<file path="src/rtl/usb_ep_dma_pkg.sv">
// Shared definitions for the USB endpoint-buffer DMA initiator: EP buffer
// geometry, Wishbone slot address width and the FSM state type.
package usb_ep_dma_pkg;

    localparam int USB_EP_AW   = 9;
    localparam int USB_WORD_W  = 32;
    localparam int USB_WB_AW   = 12;
    localparam int USB_RAM_AW  = 15;
    localparam int USB_LEN_W   = 10;

    typedef enum logic [2:0] {
        ST_IDLE   = 3'd0,
        ST_RAM_RD = 3'd1,
        ST_WB_REQ = 3'd2,
        ST_RAM_WR = 3'd3,
        ST_DONE   = 3'd4
    } dma_state_e;

endpackage

</file>
<file path="src/rtl/usb_ep_dma.sv">
// Wishbone initiator copying 32-bit words between the USB EP buffer window and
// a local single-port RAM; one command per packet, done pulse plus word count.
module usb_ep_dma
    import usb_ep_dma_pkg::*;
#(
    parameter int EP_AW  = USB_EP_AW,
    parameter int RAM_AW = USB_RAM_AW,
    parameter int LEN_W  = USB_LEN_W
) (
    input  logic                  clk,
    input  logic                  rst,
    input  logic                  cmd_valid,
    output logic                  cmd_ready,
    input  logic                  cmd_dir,
    input  logic [EP_AW-1:0]      cmd_ep_addr,
    input  logic [RAM_AW-1:0]     cmd_ram_addr,
    input  logic [LEN_W-1:0]      cmd_len,
    input  logic                  abort,
    output logic                  busy,
    output logic                  done,
    output logic                  done_aborted,
    output logic [LEN_W-1:0]      xfer_cnt,
    output logic [USB_WB_AW-1:0]  wb_addr,
    output logic [USB_WORD_W-1:0] wb_wdata,
    input  logic [USB_WORD_W-1:0] wb_rdata,
    output logic                  wb_we,
    output logic                  wb_cyc,
    input  logic                  wb_ack,
    output logic [RAM_AW-1:0]     ram_addr,
    output logic [USB_WORD_W-1:0] ram_wdata,
    output logic                  ram_we,
    output logic                  ram_re,
    input  logic [USB_WORD_W-1:0] ram_rdata
);

    dma_state_e state_r;
    dma_state_e state_nxt_s;

    logic                  dir_r;
    logic [EP_AW-1:0]      ep_addr_r;
    logic [RAM_AW-1:0]     ram_addr_r;
    logic [LEN_W-1:0]      len_r;
    logic [LEN_W-1:0]      xfer_cnt_r;
    logic                  abort_seen_r;
    logic                  rd_pend_r;
    logic                  wb_cyc_r;
    logic                  wb_we_r;
    logic                  ram_we_r;
    logic                  ram_re_r;
    logic                  done_r;
    logic                  done_aborted_r;
    logic                  busy_r;
    logic                  cmd_ready_r;
    logic [USB_WORD_W-1:0] wb_wdata_r;
    logic [USB_WORD_W-1:0] ram_wdata_r;

    logic                  accept_s;
    logic                  boundary_s;
    logic                  last_s;
    logic                  stop_s;
    logic                  cyc_dir_s;

    // Next-state decode and word-boundary decision.
    always_comb begin
        state_nxt_s = state_r;
        accept_s    = 1'b0;
        boundary_s  = 1'b0;
        last_s      = ((xfer_cnt_r + {{(LEN_W-1){1'b0}}, 1'b1}) == len_r);
        // Abort seen in the boundary cycle itself counts as well.
        stop_s      = last_s | abort_seen_r | abort;
        cyc_dir_s   = dir_r;
        case (state_r)
            ST_IDLE: begin
                if (cmd_valid) begin
                    accept_s  = 1'b1;
                    cyc_dir_s = cmd_dir;
                    if (cmd_len == {LEN_W{1'b0}}) begin
                        state_nxt_s = ST_DONE;
                    end else if (cmd_dir) begin
                        state_nxt_s = ST_RAM_RD;
                    end else begin
                        state_nxt_s = ST_WB_REQ;
                    end
                end else begin
                    state_nxt_s = ST_IDLE;
                end
            end
            ST_RAM_RD: begin
                state_nxt_s = ST_WB_REQ;
            end
            ST_WB_REQ: begin
                if (wb_ack) begin
                    if (dir_r) begin
                        boundary_s  = 1'b1;
                        state_nxt_s = stop_s ? ST_DONE : ST_RAM_RD;
                    end else begin
                        state_nxt_s = ST_RAM_WR;
                    end
                end else begin
                    state_nxt_s = ST_WB_REQ;
                end
            end
            ST_RAM_WR: begin
                boundary_s  = 1'b1;
                state_nxt_s = stop_s ? ST_DONE : ST_WB_REQ;
            end
            ST_DONE: begin
                state_nxt_s = ST_IDLE;
            end
            default: begin
                state_nxt_s = ST_IDLE;
            end
        endcase
    end

    // FSM state register.
    always_ff @(posedge clk) begin
        if (rst) begin
            state_r <= ST_IDLE;
        end else begin
            state_r <= state_nxt_s;
        end
    end

    // Bus and handshake strobes, registered from the next state so wb_cyc
    // drops on the ack edge and is never high in the cycle after an ack.
    always_ff @(posedge clk) begin
        if (rst) begin
            wb_cyc_r    <= 1'b0;
            wb_we_r     <= 1'b0;
            ram_re_r    <= 1'b0;
            ram_we_r    <= 1'b0;
            done_r      <= 1'b0;
            busy_r      <= 1'b0;
            cmd_ready_r <= 1'b1;
            rd_pend_r   <= 1'b0;
        end else begin
            wb_cyc_r    <= (state_nxt_s == ST_WB_REQ);
            wb_we_r     <= (state_nxt_s == ST_WB_REQ) && cyc_dir_s;
            ram_re_r    <= (state_nxt_s == ST_RAM_RD);
            ram_we_r    <= (state_nxt_s == ST_RAM_WR);
            done_r      <= (state_nxt_s == ST_DONE);
            busy_r      <= (state_nxt_s != ST_IDLE);
            cmd_ready_r <= (state_nxt_s == ST_IDLE);
            rd_pend_r   <= ram_re_r;
        end
    end

    // Command latch, address/length counters, sticky abort and abort status.
    always_ff @(posedge clk) begin
        if (rst) begin
            dir_r          <= 1'b0;
            ep_addr_r      <= {EP_AW{1'b0}};
            ram_addr_r     <= {RAM_AW{1'b0}};
            len_r          <= {LEN_W{1'b0}};
            xfer_cnt_r     <= {LEN_W{1'b0}};
            abort_seen_r   <= 1'b0;
            done_aborted_r <= 1'b0;
        end else if (accept_s) begin
            dir_r          <= cmd_dir;
            ep_addr_r      <= cmd_ep_addr;
            ram_addr_r     <= cmd_ram_addr;
            len_r          <= cmd_len;
            xfer_cnt_r     <= {LEN_W{1'b0}};
            abort_seen_r   <= 1'b0;
            done_aborted_r <= 1'b0;
        end else if (boundary_s) begin
            xfer_cnt_r   <= xfer_cnt_r + {{(LEN_W-1){1'b0}}, 1'b1};
            ep_addr_r    <= ep_addr_r + {{(EP_AW-1){1'b0}}, 1'b1};
            ram_addr_r   <= ram_addr_r + {{(RAM_AW-1){1'b0}}, 1'b1};
            abort_seen_r <= 1'b0;
            if (stop_s && !last_s) begin
                done_aborted_r <= 1'b1;
            end else begin
                done_aborted_r <= done_aborted_r;
            end
        end else if ((state_r != ST_IDLE) && abort) begin
            abort_seen_r <= 1'b1;
        end else begin
            abort_seen_r <= abort_seen_r;
        end
    end

    // Data capture: RAM word one cycle after the read strobe, EP word on ack.
    always_ff @(posedge clk) begin
        if (rst) begin
            wb_wdata_r  <= {USB_WORD_W{1'b0}};
            ram_wdata_r <= {USB_WORD_W{1'b0}};
        end else begin
            if (rd_pend_r) begin
                wb_wdata_r <= ram_rdata;
            end else begin
                wb_wdata_r <= wb_wdata_r;
            end
            if ((state_r == ST_WB_REQ) && wb_ack && !dir_r) begin
                ram_wdata_r <= wb_rdata;
            end else begin
                ram_wdata_r <= ram_wdata_r;
            end
        end
    end

    assign cmd_ready    = cmd_ready_r;
    assign busy         = busy_r;
    assign done         = done_r;
    assign done_aborted = done_aborted_r;
    assign xfer_cnt     = xfer_cnt_r;
    assign wb_addr      = USB_WB_AW'(ep_addr_r);
    assign wb_wdata     = wb_wdata_r;
    assign wb_we        = wb_we_r;
    assign wb_cyc       = wb_cyc_r;
    assign ram_addr     = ram_addr_r;
    assign ram_wdata    = ram_wdata_r;
    assign ram_we       = ram_we_r;
    assign ram_re       = ram_re_r;

endmodule
</file>
<file path="config.mk">
export PLATFORM = sky130hd
export DESIGN_NAME = usb_ep_dma
export DESIGN_NICKNAME = d
export VERILOG_FILES = /design/src/rtl/usb_ep_dma_pkg.sv /design/src/rtl/usb_ep_dma.sv
export SDC_FILE = /design/constraint.sdc
export NUM_CORES = 1
export LEC_CHECK = 0
export ABC_AREA = 1
export BUFFER_PORTS_ARGS = -buffer_cell sky130_fd_sc_hd__buf_4
export CAP_MARGIN = 25
export CORE_MARGIN = 1
export CORE_UTILIZATION = 40
export CTS_CLUSTER_SIZE = 10
export DETAILED_ROUTE_END_ITERATION = 10
export PLACE_DENSITY_LB_ADDON = 0.15
export SLEW_MARGIN = 5
export SYNTH_ARGS = -nofsm -noshare
export SYNTH_HDL_FRONTEND = slang
export SYNTH_SLANG_ARGS = --single-unit
</file>
<file path="constraint.sdc">
create_clock -name clk -period 2.1 [get_ports clk]
set_input_delay 0.105 -clock clk [delete_from_list [all_inputs] [get_ports clk]]
set_output_delay 0.105 -clock clk [all_outputs]
set_load 0.05 [all_outputs]
</file>
# ---- Word-level counts from Yosys, hierarchy flattened
# Cells that the tools add are included.
dict set report word_totals {
  ramBits 0
  mem_count 0
  latch_bits 0
  ff_bits 122
  out_inout_bits 109
  mem_bits_ro 0
  word_cells 66
  input_bits 104
}
dict set report classes {
  shifts 0
  eq_ne 8
  reduce_logical 16
  addsub 3
  n_div 0
  n_bitwise 2
  multipliers 0
  muxes 19
  magnitude_cmp 0
}
# operator n
set op_table {}
lappend op_table {{$mux W15} 2}
lappend op_table {{$mux W3} 6}
lappend op_table {{$mux W9} 2}
lappend op_table {{$add A15 B1 Y15 const B} 1}
lappend op_table {{$eq A3 B2 Y1 const B} 4}
lappend op_table {{$pmux W3 S4} 1}
lappend op_table {{$add A10 B1 Y10 const B} 1}
lappend op_table {{$eq A10 B10 Y1} 1}
lappend op_table {{$logic_not A10 Y1} 1}
lappend op_table {{$add A9 B1 Y9 const B} 1}
lappend op_table {{$eq A3 B1 Y1 const B} 2}
lappend op_table {{$logic_not A3 Y1} 2}
lappend op_table {{$mux W1} 6}
lappend op_table {{$reduce_bool A3 Y1} 2}
lappend op_table {{$logic_and A1 B1 Y1} 5}
lappend op_table {{$eq A3 B3 Y1 const B} 1}
lappend op_table {{$reduce_or A3 Y1} 1}
lappend op_table {{$logic_not A1 Y1} 2}
lappend op_table {{$mux W2} 1}
lappend op_table {{$or A1 B1 Y1} 2}
lappend op_table {{$pmux W1 S2} 1}
lappend op_table {{$reduce_and A2 Y1} 1}
lappend op_table {{$reduce_bool A2 Y1} 1}
lappend op_table {{$reduce_or A2 Y1} 1}

# ---- Logic depth before layout (Yosys ltp)
# Gate-level depths: netlist of run 1.
dict set report depth {
  depth_word 10
  mapped_depth 17
  depth_no_buf 17
}

# ---- Worst setup path before layout of run 1
# Ideal clock, no wire load.
dict set report synth_path {
  path_type {register to register}
  start {register ram_addr_r[0], in the netlist ram_addr[0]}
  end {register ram_addr_r[14], in the netlist ram_addr[14]}
  path_stages_with_launch 12
  required_ps 1968
  setup_slack_ps -153
  synth_period_minus_slack_ps 2253
  n_path_buf 0
  arrival_ps 2121
  setup_time_ps 132
  path_cell_list {dfxtp_1 -> ha_1 -> nand3_1 -> nor2_1 -> nand2_1 -> nor2_1 -> nand2_1 -> nor2_1 -> nand3_1 -> xnor2_1 -> o21ai_0 -> a21oi_1}
}
dict set report synth_via {
  elab_chain_cells 3
}
# item line_no
set synth_lines {}
lappend synth_lines {{from (decl)} usb_ep_dma.sv:41} ;# logic [RAM_AW-1:0] ram_addr_r;
lappend synth_lines {{from (signal assigned)} usb_ep_dma.sv:154} ;# ram_addr_r <= {RAM_AW{1'b0}};
lappend synth_lines {{from (signal assigned)} usb_ep_dma.sv:162} ;# ram_addr_r <= cmd_ram_addr;
lappend synth_lines {{from (signal assigned)} usb_ep_dma.sv:170} ;# ram_addr_r <= ram_addr_r + {{(RAM_AW-1){1'b0}}, 1'b1};
lappend synth_lines {{$add A15 B1 Y15} usb_ep_dma.sv:170}
lappend synth_lines {{$mux W15} usb_ep_dma.sv:167} ;# end else if (boundary_s) begin
lappend synth_lines {{$mux W15} usb_ep_dma.sv:159} ;# end else if (accept_s) begin
# Every way passes these cells. The select of a mux whose other input is x is not followed.
# A chain may end at the register's enable or synchronous reset.

# ---- Worst setup path in the final report of run 1
# Ends and elaborated chain as after synthesis.

==> results of run 1 <==
==> worst max-delay path by stage <==
stage                                  start                         to  slack [ns]
finish              ram_addr[0]$_SDFFE_PP0P_  ram_addr[14]$_SDFFE_PP0P_        0.17
detailed placement  ram_addr[0]$_SDFFE_PP0P_  ram_addr[14]$_SDFFE_PP0P_        0.12
global route        xfer_cnt[5]$_SDFFE_PP0P_       cmd_ready$_SDFF_PP1_       0.006
floorplan           ram_addr[0]$_SDFFE_PP0P_  ram_addr[14]$_SDFFE_PP0P_        0.05
CTS                 xfer_cnt[0]$_SDFFE_PP0P_            busy$_SDFF_PP0_        0.12
global placement    xfer_cnt[0]$_SDFFE_PP0P_            busy$_SDFF_PP0_        0.22
==> cell usage after synthesis (3+ instances only) <==
cell type  number  area share (%)
buf_2           4            0.39
buf_4           3            0.44
clkbuf_1       28             2.0
dfxtp_1       122              47
nand2_1       152              11
nand4_1         3            0.36
a311oi_1        6             1.0
a31oi_1         8            0.97
a211oi_1        9             1.3
nor2_1        109             7.9
buf_1           3            0.22
nand2_2         3            0.36
nand3_1        33             3.2
nor3_1         11             1.1
inv_1          62             4.5
o211ai_1       10             1.5
xor2_1          6             1.0
o21ai_0        62             6.0
ha_1            3            0.73
a21oi_1        65             6.3
==> state kept, by name (all words and copies together), names as in the netlist <==
signal	count
abort_seen_r	1
busy	1
cmd_ready	1
dir_r	1
done	1
done_aborted	1
ep_addr_r	9
len_r	10
ram_addr	15
ram_re	1
ram_wdata	32
ram_we	1
rd_pend_r	1
state_r	3
wb_cyc	1
wb_wdata	32
wb_we	1
xfer_cnt	10
==> per-stage QoR <==
step	power [mW]	util [%]	setup WS, ns	std cells	instance area (µm²)
after global placement	4.139	55.00	0.2171	1077	6913
final	7.247	66.88	0.1723	1193	8406
after detailed placement	4.161	55.00	0.1168	1077	6913
after global routing	7.557	66.88	0.005590	1193	8406
after floorplan	3.621	-	0.05020	720	5166
after CTS	7.295	66.49	0.1150	1192	8357
==> cell families after synthesis <==
| group | synth area share, % |
|---|---|
| AO/OA/AOI/OAI | 17.48 |
| XOR/XNOR | 1.360 |
| adder cells (fa/ha/maj) | 0.7284 |
| buffers and inverters | 7.817 |
| flip-flops | 47.39 |
| other | 0.07276 |
| AND/OR/NAND/NOR | 25.15 |
==> worst reg2reg max path: stages (launching register included) <==
cell and delay, ns:
dfxtp_2 0.36, ha_1 0.19, nand3_1 0.10, nor2_1 0.15
nand2_1 0.10, nor2_2 0.16, nand2_1 0.09, nor2_1 0.15
nand3_1 0.11, xnor2_1 0.13, o21ai_0 0.17, a21oi_1 0.09
==> layout make-up <==
| type | instances | share of cell area, % |
|---|---|---|
| Clock buffer | 21 | 5.597 |
| Timing Repair Buffer | 307 | 30.04 |
| Sequential cell | 122 | 29.19 |
| Clock inverter | 11 | 1.697 |
| Multi-Input combinational cell | 495 | 28.01 |
| Tap cell | 172 | 2.560 |
| Inverter | 65 | 2.903 |
==> layer usage <==
| layer | vias to the layer above | global-route usage [%] | part of all wire (%) |
|---|---|---|---|
| li1 | 2921 | - | - |
| met1 | 2699 | 27.15 | 41 |
| met2 | 190 | 43.27 | 51 |
| met3 | 38 | 6.172 | 5.5 |
| met4 | 0 | 12.64 | 3.0 |
| met5 | - | 0 | 0 |
==> power by group through the flow <==
| stage | Clock, mW | Combinational (mW) | Sequential [mW] |
|---|---|---|---|
| detailed placement | 0 | 1.49 | 2.67 |
| finish | 2.99 | 1.63 | 2.62 |
| global placement | 0 | 1.48 | 2.66 |
| CTS | 3.05 | 1.62 | 2.62 |
| floorplan | 0 | 0.486 | 3.13 |
| global route | 3.16 | 1.75 | 2.64 |
==> what timing repair did <==
item | CTS | global route
hold buffers | 83 | 0
endpoints found under the setup margin | 0 | 12
endpoints found under the hold margin | 83 | 0
setup buffers | 0 | 1
gates resized for setup | 0 | 11
==> run metrics, run 1 <==
hold path startpoint=cmd_len[4]; Initial DRC Count=about 320; R2R setup slack=roughly 0.17 ns; fillers=1,046; Yosys cell types=32; Die Y=about 120 µm; Flop pwr share=between 30% and 40%; Final Skew=0.006655 ns; number of synthesized flops with an enable pin=0; Bufs on Longest Clock Path=2; routed len/inst=between 10 and 15 µm; Starting Density=41.01%; Sw Ratio=30.30%; gr ovfl total=0; Clock Sinks=approximately 120; vias per cell=slightly below 5; worst-path fanout max=4; root buffer cell=clkbuf_16; global-route wire length before repair=25,510 µm; RSZ-0062 raised after global routing=false; min-delay worst type=input port to flip-flop; crit start category=flip-flop; worst r2r src=ram_addr[0]$_SDFFE_PP0P_; Area Growth Syn to Fin=63.10%; Top Ports=213; Residual DRC=0; Comb power frac=22.5%; Syn. warnings=0; area of the multi-input gates=2355 µm²; I/O Buffers=209; Data arrival, critical path=2.21 ns; most common cell after layout, fill and taps aside=buf_4; maximum vdd drop=0.5473 mV; CTS tree=built; H-tree depth=4; Crit Path Class=flip-flop to flip-flop; Worst Path Buf+Inv=0; Synth Flop Type=dfxtp_1; worst-skew pair later-pin latency=approximately 0.4 ns; drt pass-1 iters=5; critical path's slowest cell=dfxtp_2; layout cells sized above 1=26.93%; largest net degree at the start of global routing=44; Maximum Capacitance Violations=0; DR vias=~6k; CTS Buf Count=17; FFs w/ async S/R, synth=0%; critical path depth=11; Tot GR Track Use=between 20 and 25%; Power Density=862.2 nW/µm²; top achievable clock speed=0.5188 GHz; Static Leakage=between 3 and 4 nW; Net Sw Power=2.196 mW; most frequent cells in the layout=223 x buf_4, 150 x nand2_1, 117 x dfxtp_1; CP cell instances=ha_1, nand3_1, nor2_1, nand2_1, nor2_2, nand2_1, nor2_1, nand3_1, xnor2_1, o21ai_0, a21oi_1; vias in the first global route=approximately 5.5k; fin crit share=91.79%; crit-path leading delay family=simple AND/OR/NAND/NOR gates; Yosys reg bits=122; Worst setup EP type=flip-flop; die width=~120 µm; worst r2r dst=ram_addr[14]$_SDFFE_PP0P_; Cells on Worst Hold Path=3; gpl congestion=0.8629; Antenna diodes=0; hold_ws=0.01078 ns; WHS Endpoint=len_r[4]$_SDFFE_PP0P_; Worst-path clk slew=0.06 ns; sequential share of the synthesized area=between 40% and 50%; dpl hpwl=10,770 µm; initial antenna violation count=0; setup TNS=0 ns; final setup fails=0; Internal=~5 mW; final hold vios=0; core area=12,570 µm²; CP required=approximately 2.4 ns; Reg2Reg Depth=11; sequential cell area=2454 µm²; slowest stage delay, CP=0.36 ns; post-route ant nets=0; post-route minimum period=1.928 ns; status=completed; Nets=1,115; Avg Cell Area, Syn=7.178 µm²; synthesized area=5154 µm²; Max Slew Vio Count=0; cells after synthesis=just over 700; Clk pwr share=41.3%; Die ar.=13,340 µm²; Cell Rows=41; Routed WL=roughly 16,000 µm
Power figures use the tool's default switching activity.
==> inputs of run 2 (changes only) <==
--- a/config.mk
+++ b/config.mk
@@ -12,6 +12,7 @@
 export CORE_UTILIZATION = 40
 export CTS_CLUSTER_SIZE = 10
 export DETAILED_ROUTE_END_ITERATION = 10
+export MAX_ROUTING_LAYER = met4
 export PLACE_DENSITY_LB_ADDON = 0.15
 export SLEW_MARGIN = 5
 export SYNTH_ARGS = -nofsm -noshare
==> run metrics, run 2 (synthesis gave the netlist of run 1 again) <==
status=completed; largest net degree at the start of global routing=44; min-delay worst type=input port to flip-flop; worst r2r dst=ram_addr[14]$_SDFFE_PP0P_; Die ar.=between 10,000 and 15,000 µm²; Flop pwr share=36.8%; Net Sw Power=2.137 mW; layout cells sized above 1=26.48%; Top Ports=~210; global-route wire length before repair=25,540 µm; Sw Ratio=29.95%; top achievable clock speed=0.5257 GHz; fillers=between 1k and 1.5k; Routed WL=16,650 µm; worst-path fanout max=4; crit start category=flip-flop; worst r2r src=ram_addr[0]$_SDFFE_PP0P_; dpl hpwl=10,820 µm; Crit Path Class=flip-flop to flip-flop; maximum vdd drop=roughly 0.53 mV; drt pass-1 iters=7; CTS Buf Count=17; setup TNS=0 ns; Static Leakage=~3.8 nW; Die Y=approximately 120 µm; end of the critical path=ram_addr[14]$_SDFFE_PP0P_; I/O Buffers=209; vias per cell=4.898; final hold vios=0; Worst Setup SP=ram_addr[0]$_SDFFE_PP0P_; Cell Rows=41; Clock Sinks=about 120; CTS tree=built; Power Density=857.9 nW/µm²; Residual DRC=0; Area Growth Syn to Fin=61.37%; Final Skew=0.004067 ns; most common cell after layout, fill and taps aside=buf_4; post-route minimum period=~1.9 ns; RSZ-0062 raised after global routing=false; Comb power frac=22.8%; die width=around 120 µm; Worst-path clk slew=approximately 0.05 ns; Starting Density=41.01%; area of the multi-input gates=2337 µm²; Antenna diodes=0; Cells on Worst Hold Path=3; hold path startpoint=cmd_len[3]; vias in the first global route=5,475; sequential cell area=2451 µm²; Data arrival, critical path=2.18 ns; Reg2Reg Depth=11; Maximum Capacitance Violations=0; Initial DRC Count=between 400 and 500; gr ovfl total=0; post-route ant nets=0; DR vias=~5.8k; total power=7.135 mW; worst-skew pair later-pin latency=0.41 ns; fin crit share=90.58%; CP required=~2.4 ns; Tot GR Track Use=25.47%; Nets=between 1k and 1.5k; R2R setup slack=0.20 ns; Clk pwr share=between 40% and 50%; initial antenna violation count=0; routed len/inst=14.01 µm; core area=12,570 µm²; Internal=4.998 mW; root buffer cell=clkbuf_16; Max Slew Vio Count=0; final setup fails=0; H-tree depth=4; post-CTS setup buffers=0; gpl congestion=between 0.8 and 0.9; Worst setup EP type=flip-flop; Bufs on Longest Clock Path=2; most frequent cells in the layout=223 x buf_4, 152 x nand2_1, 115 x dfxtp_1
[run 2: changes by cell type in the layout (fill, tap and decap cells not counted), moves of 2 or more]
cell and change:
clkbuf_1 +2, dfxtp_1 -2, dfxtp_2 +4, dfxtp_4 -2, dlygate4sd3_1 -2, nand2_1 +2
[run 2: per-stage QoR]
step                      std cells  setup slack, ns  util, %  area [µm²]  hold slack [ns]
after floorplan                 720          0.05020        -        5166           0.2399
after global placement         1077           0.2119    54.90        6900           0.3268
after detailed placement       1077           0.1150    54.90        6900           0.3336
after CTS                      1188           0.1066    66.00        8295        0.0004042
after global routing           1188        0.0001290    66.17        8317          0.03785
final                          1188           0.1978    66.17        8317          0.01405
[run 2: worst min path at each step]
| stage | to | slack [ns] |
|---|---|---|
| finish | len_r[3]$_SDFFE_PP0P_ | 0.01 |
| CTS | len_r[9]$_SDFFE_PP0P_ | 0.0004 |
| floorplan | wb_wdata[0]$_SDFFE_PP0P_ | 0.24 |
| global placement | wb_wdata[6]$_SDFFE_PP0P_ | 0.33 |
| global route | len_r[0]$_SDFFE_PP0P_ | 0.04 |
| detailed placement | wb_wdata[31]$_SDFFE_PP0P_ | 0.33 |
[run 2: critical path, stage by stage (launching register included)]
cell and delay, ns:
dfxtp_2 0.35, ha_1 0.19, nand3_1 0.11, nor2_1 0.14, nand2_1 0.10, nor2_2 0.15
nand2_1 0.09, nor2_1 0.15, nand3_1 0.11, xnor2_1 0.14, o21ai_0 0.15, a21oi_1 0.08
[run 2: power groups by stage]
| stage | Combinational (mW) | Sequential (mW) | Clock, mW |
|---|---|---|---|
| 6_report | 1.63 | 2.63 | 2.88 |
| 5_1_grt | 1.74 | 2.65 | 3.04 |
| 4_1_cts | 1.62 | 2.62 | 2.95 |
| 3_5_place_dp | 1.49 | 2.67 | 0 |
| 3_3_place_gp | 1.47 | 2.66 | 0 |
| 2_1_floorplan | 0.486 | 3.13 | 0 |
[run 2: layer usage]
metal	GRT usage [%]	part of all wire, %
met3	5.910	5.6
met1	28.71	41
met2	42.32	50
met5	-	0
met4	12.73	3.4
[run 2: final cells by class]
type,count,share of cell area [%]
timing repair buffer,304,29.88
clock inverter,8,1.444
clock buffer,22,5.581
inverter,65,2.934
tap,172,2.588
multi-input combinational,495,28.10
sequential,122,29.47
[run 2: timing repair]
item | CTS | global route
endpoints found under the hold margin | 81 | 0
resized for setup | 0 | 7
setup endpoints to repair | 0 | 12
hold buffers | 81 | 0
==> inputs of run 3 (changes only) <==
--- a/config.mk
+++ b/config.mk
@@ -6,14 +6,14 @@
 export NUM_CORES = 1
 export LEC_CHECK = 0
 export ABC_AREA = 1
+export ABC_CLOCK_PERIOD_IN_PS = 2100
 export BUFFER_PORTS_ARGS = -buffer_cell sky130_fd_sc_hd__buf_4
-export CAP_MARGIN = 25
 export CORE_MARGIN = 1
 export CORE_UTILIZATION = 40
 export CTS_CLUSTER_SIZE = 10
 export DETAILED_ROUTE_END_ITERATION = 10
 export MAX_ROUTING_LAYER = met4
-export PLACE_DENSITY_LB_ADDON = 0.15
+export PLACE_DENSITY = 0.64
 export SLEW_MARGIN = 5
 export SYNTH_ARGS = -nofsm -noshare
 export SYNTH_HDL_FRONTEND = slang
==> run metrics, run 3 (synthesis gave the netlist of run 1 again) <==
Starting Density=between 40% and 50%; initial antenna violation count=0; vias in the first global route=5,666; largest net degree at the start of global routing=44; Area Growth Syn to Fin=65.43%; Internal=5.510 mW; Top Ports=between 200 and 250; final setup fails=0; fin crit share=91.53%; min-delay worst type=input port to flip-flop; worst-path fanout max=6; Finished Core Util=between 60% and 70%; Static Leakage=a little under 4 nW; root buffer cell=clkbuf_16; layout cells sized above 1=27.40%; post-route minimum period=1.922 ns; Bufs on Longest Clock Path=2; post-route insts no fill=1,195; critical path's slowest cell=dfxtp_4; I/O Buffers=between 200 and 250; worst-skew pair later-pin latency=0.42 ns; Residual DRC=0; Crit Path Class=flip-flop to flip-flop; Cell Rows=between 40 and 50; CTS Buf Count=17; Data arrival, critical path=2.22 ns; global-route wire length before repair=26,720 µm; maximum vdd drop=0.5832 mV; setup TNS=0 ns; CP required=2.39 ns; slowest stage delay, CP=0.37 ns; gpl congestion=0.9509; die width=approximately 120 µm; Slew @ Worst Pin=0.6526 ns; most used cell, CP=nand2_1; Final Skew=0.006219 ns; Initial DRC Count=341; Flop pwr share=33.9%; gr ovfl total=0; core area=approximately 13,000 µm²; status=completed; Clk pwr share=44.6%; Maximum Capacitance Violations=0; placed insts=~1.1k; Sw Ratio=between 20% and 30%; Comb power frac=21.5%; Tot GR Track Use=around 27%; CP cell instances=ha_4, inv_1, nand2_1, nand2_1, nor2_1, nand3_1, nor2_1, nand2_1, nor2_2, nand3_2, nand3_1, nand2_1, nand2_1, nand3_1; post-route ant nets=0; Clock Sinks=122; Routed WL=16,990 µm; Worst setup EP type=flip-flop; top achievable clock speed=between 0.5 and 0.6 GHz; Net Sw Power=2.233 mW; most frequent cells in the layout=223 x buf_4, 148 x nand2_1, 117 x dfxtp_1; H-tree depth=4; crit start category=flip-flop; most common cell after layout, fill and taps aside=buf_4; DR vias=5,820; vias per cell=4.870; drt pass-1 iters=6; routed len/inst=between 10 and 15 µm; Power Density=roughly 900 nW/µm²; Nets=1,117; total power=7.744 mW; dpl hpwl=11,100 µm; final hold vios=0; CTS tree=built; Die Y=between 100 and 150 µm; Max Slew Vio Count=0; Worst-path clk slew=0.05 ns; Max-slew headroom=56.22%; Die ar.=13,340 µm²
-- run 3: what timing repair did --
action	4_1_cts	5_1_grt
gates resized for setup	0	15
hold buffers	84	0
setup buffers	0	1
setup endpoints to repair	0	13
hold endpoints to repair	84	0
-- run 3: area by class of cell --
class	instances	area, µm²
clock inverters	11	241.5
flip-flops and latches	122	2454
repair buffers	309	2555
fillers	1063	4043
inverters	65	244.0
well taps	172	215.2
multi-input cells	495	2357
diodes	1	2.502
clock buffers	20	456.7
-- run 3: final timing paths --
check	startpoint	endpoint	slack (ns)	cells after the start
max	xfer_cnt[0]$_SDFFE_PP0P_	busy$_SDFF_PP0_	0.18	14
min reg2reg	ram_re$_SDFF_PP0_	rd_pend_r$_SDFF_PP0_	0.43	2
max reg2reg	xfer_cnt[0]$_SDFFE_PP0P_	busy$_SDFF_PP0_	0.18	14
min	cmd_ep_addr[0]	ep_addr_r[0]$_SDFFE_PP0P_	0.009	3
-- run 3: metrics by stage --
step	area (µm²)	hold slack, ns	setup slack, ns
2_1_floorplan	5166	0.2399	0.05020
3_3_place_gp	6933	0.3264	0.2076
3_5_place_dp	6933	0.3352	0.1104
4_1_cts	8472	0.001493	0.07086
5_1_grt	8523	0.009348	-0.007936
6_report	8526	0.009013	0.1779
-- run 3: power by group through the flow --
stage | clock (mW) | combinational (mW) | sequential, mW
finish | 3.45 | 1.66 | 2.63
CTS | 3.49 | 1.64 | 2.63
global route | 3.61 | 1.78 | 2.65
floorplan | 0 | 0.486 | 3.13
detailed placement | 0 | 1.51 | 2.67
global placement | 0 | 1.49 | 2.67
-- run 3: routing by layer --
layer | GRT usage, % | vias to the layer above | wire [µm]
met1 | 29.93 | 2630 | 7062
met3 | 7.165 | 42 | 984
met4 | 11.34 | 0 | 425
li1 | - | 2920 | -
met2 | 44.99 | 228 | 8518
met5 | - | - | 0
-- run 3: worst max-delay path: cells and delay by family (launching register included) --
family	cells	cell delay [ns]
adders and majority gates	1	0.26
buffers and inverters	1	0.04
DFF	1	0.37
and+or+nand+nor	12	1.13
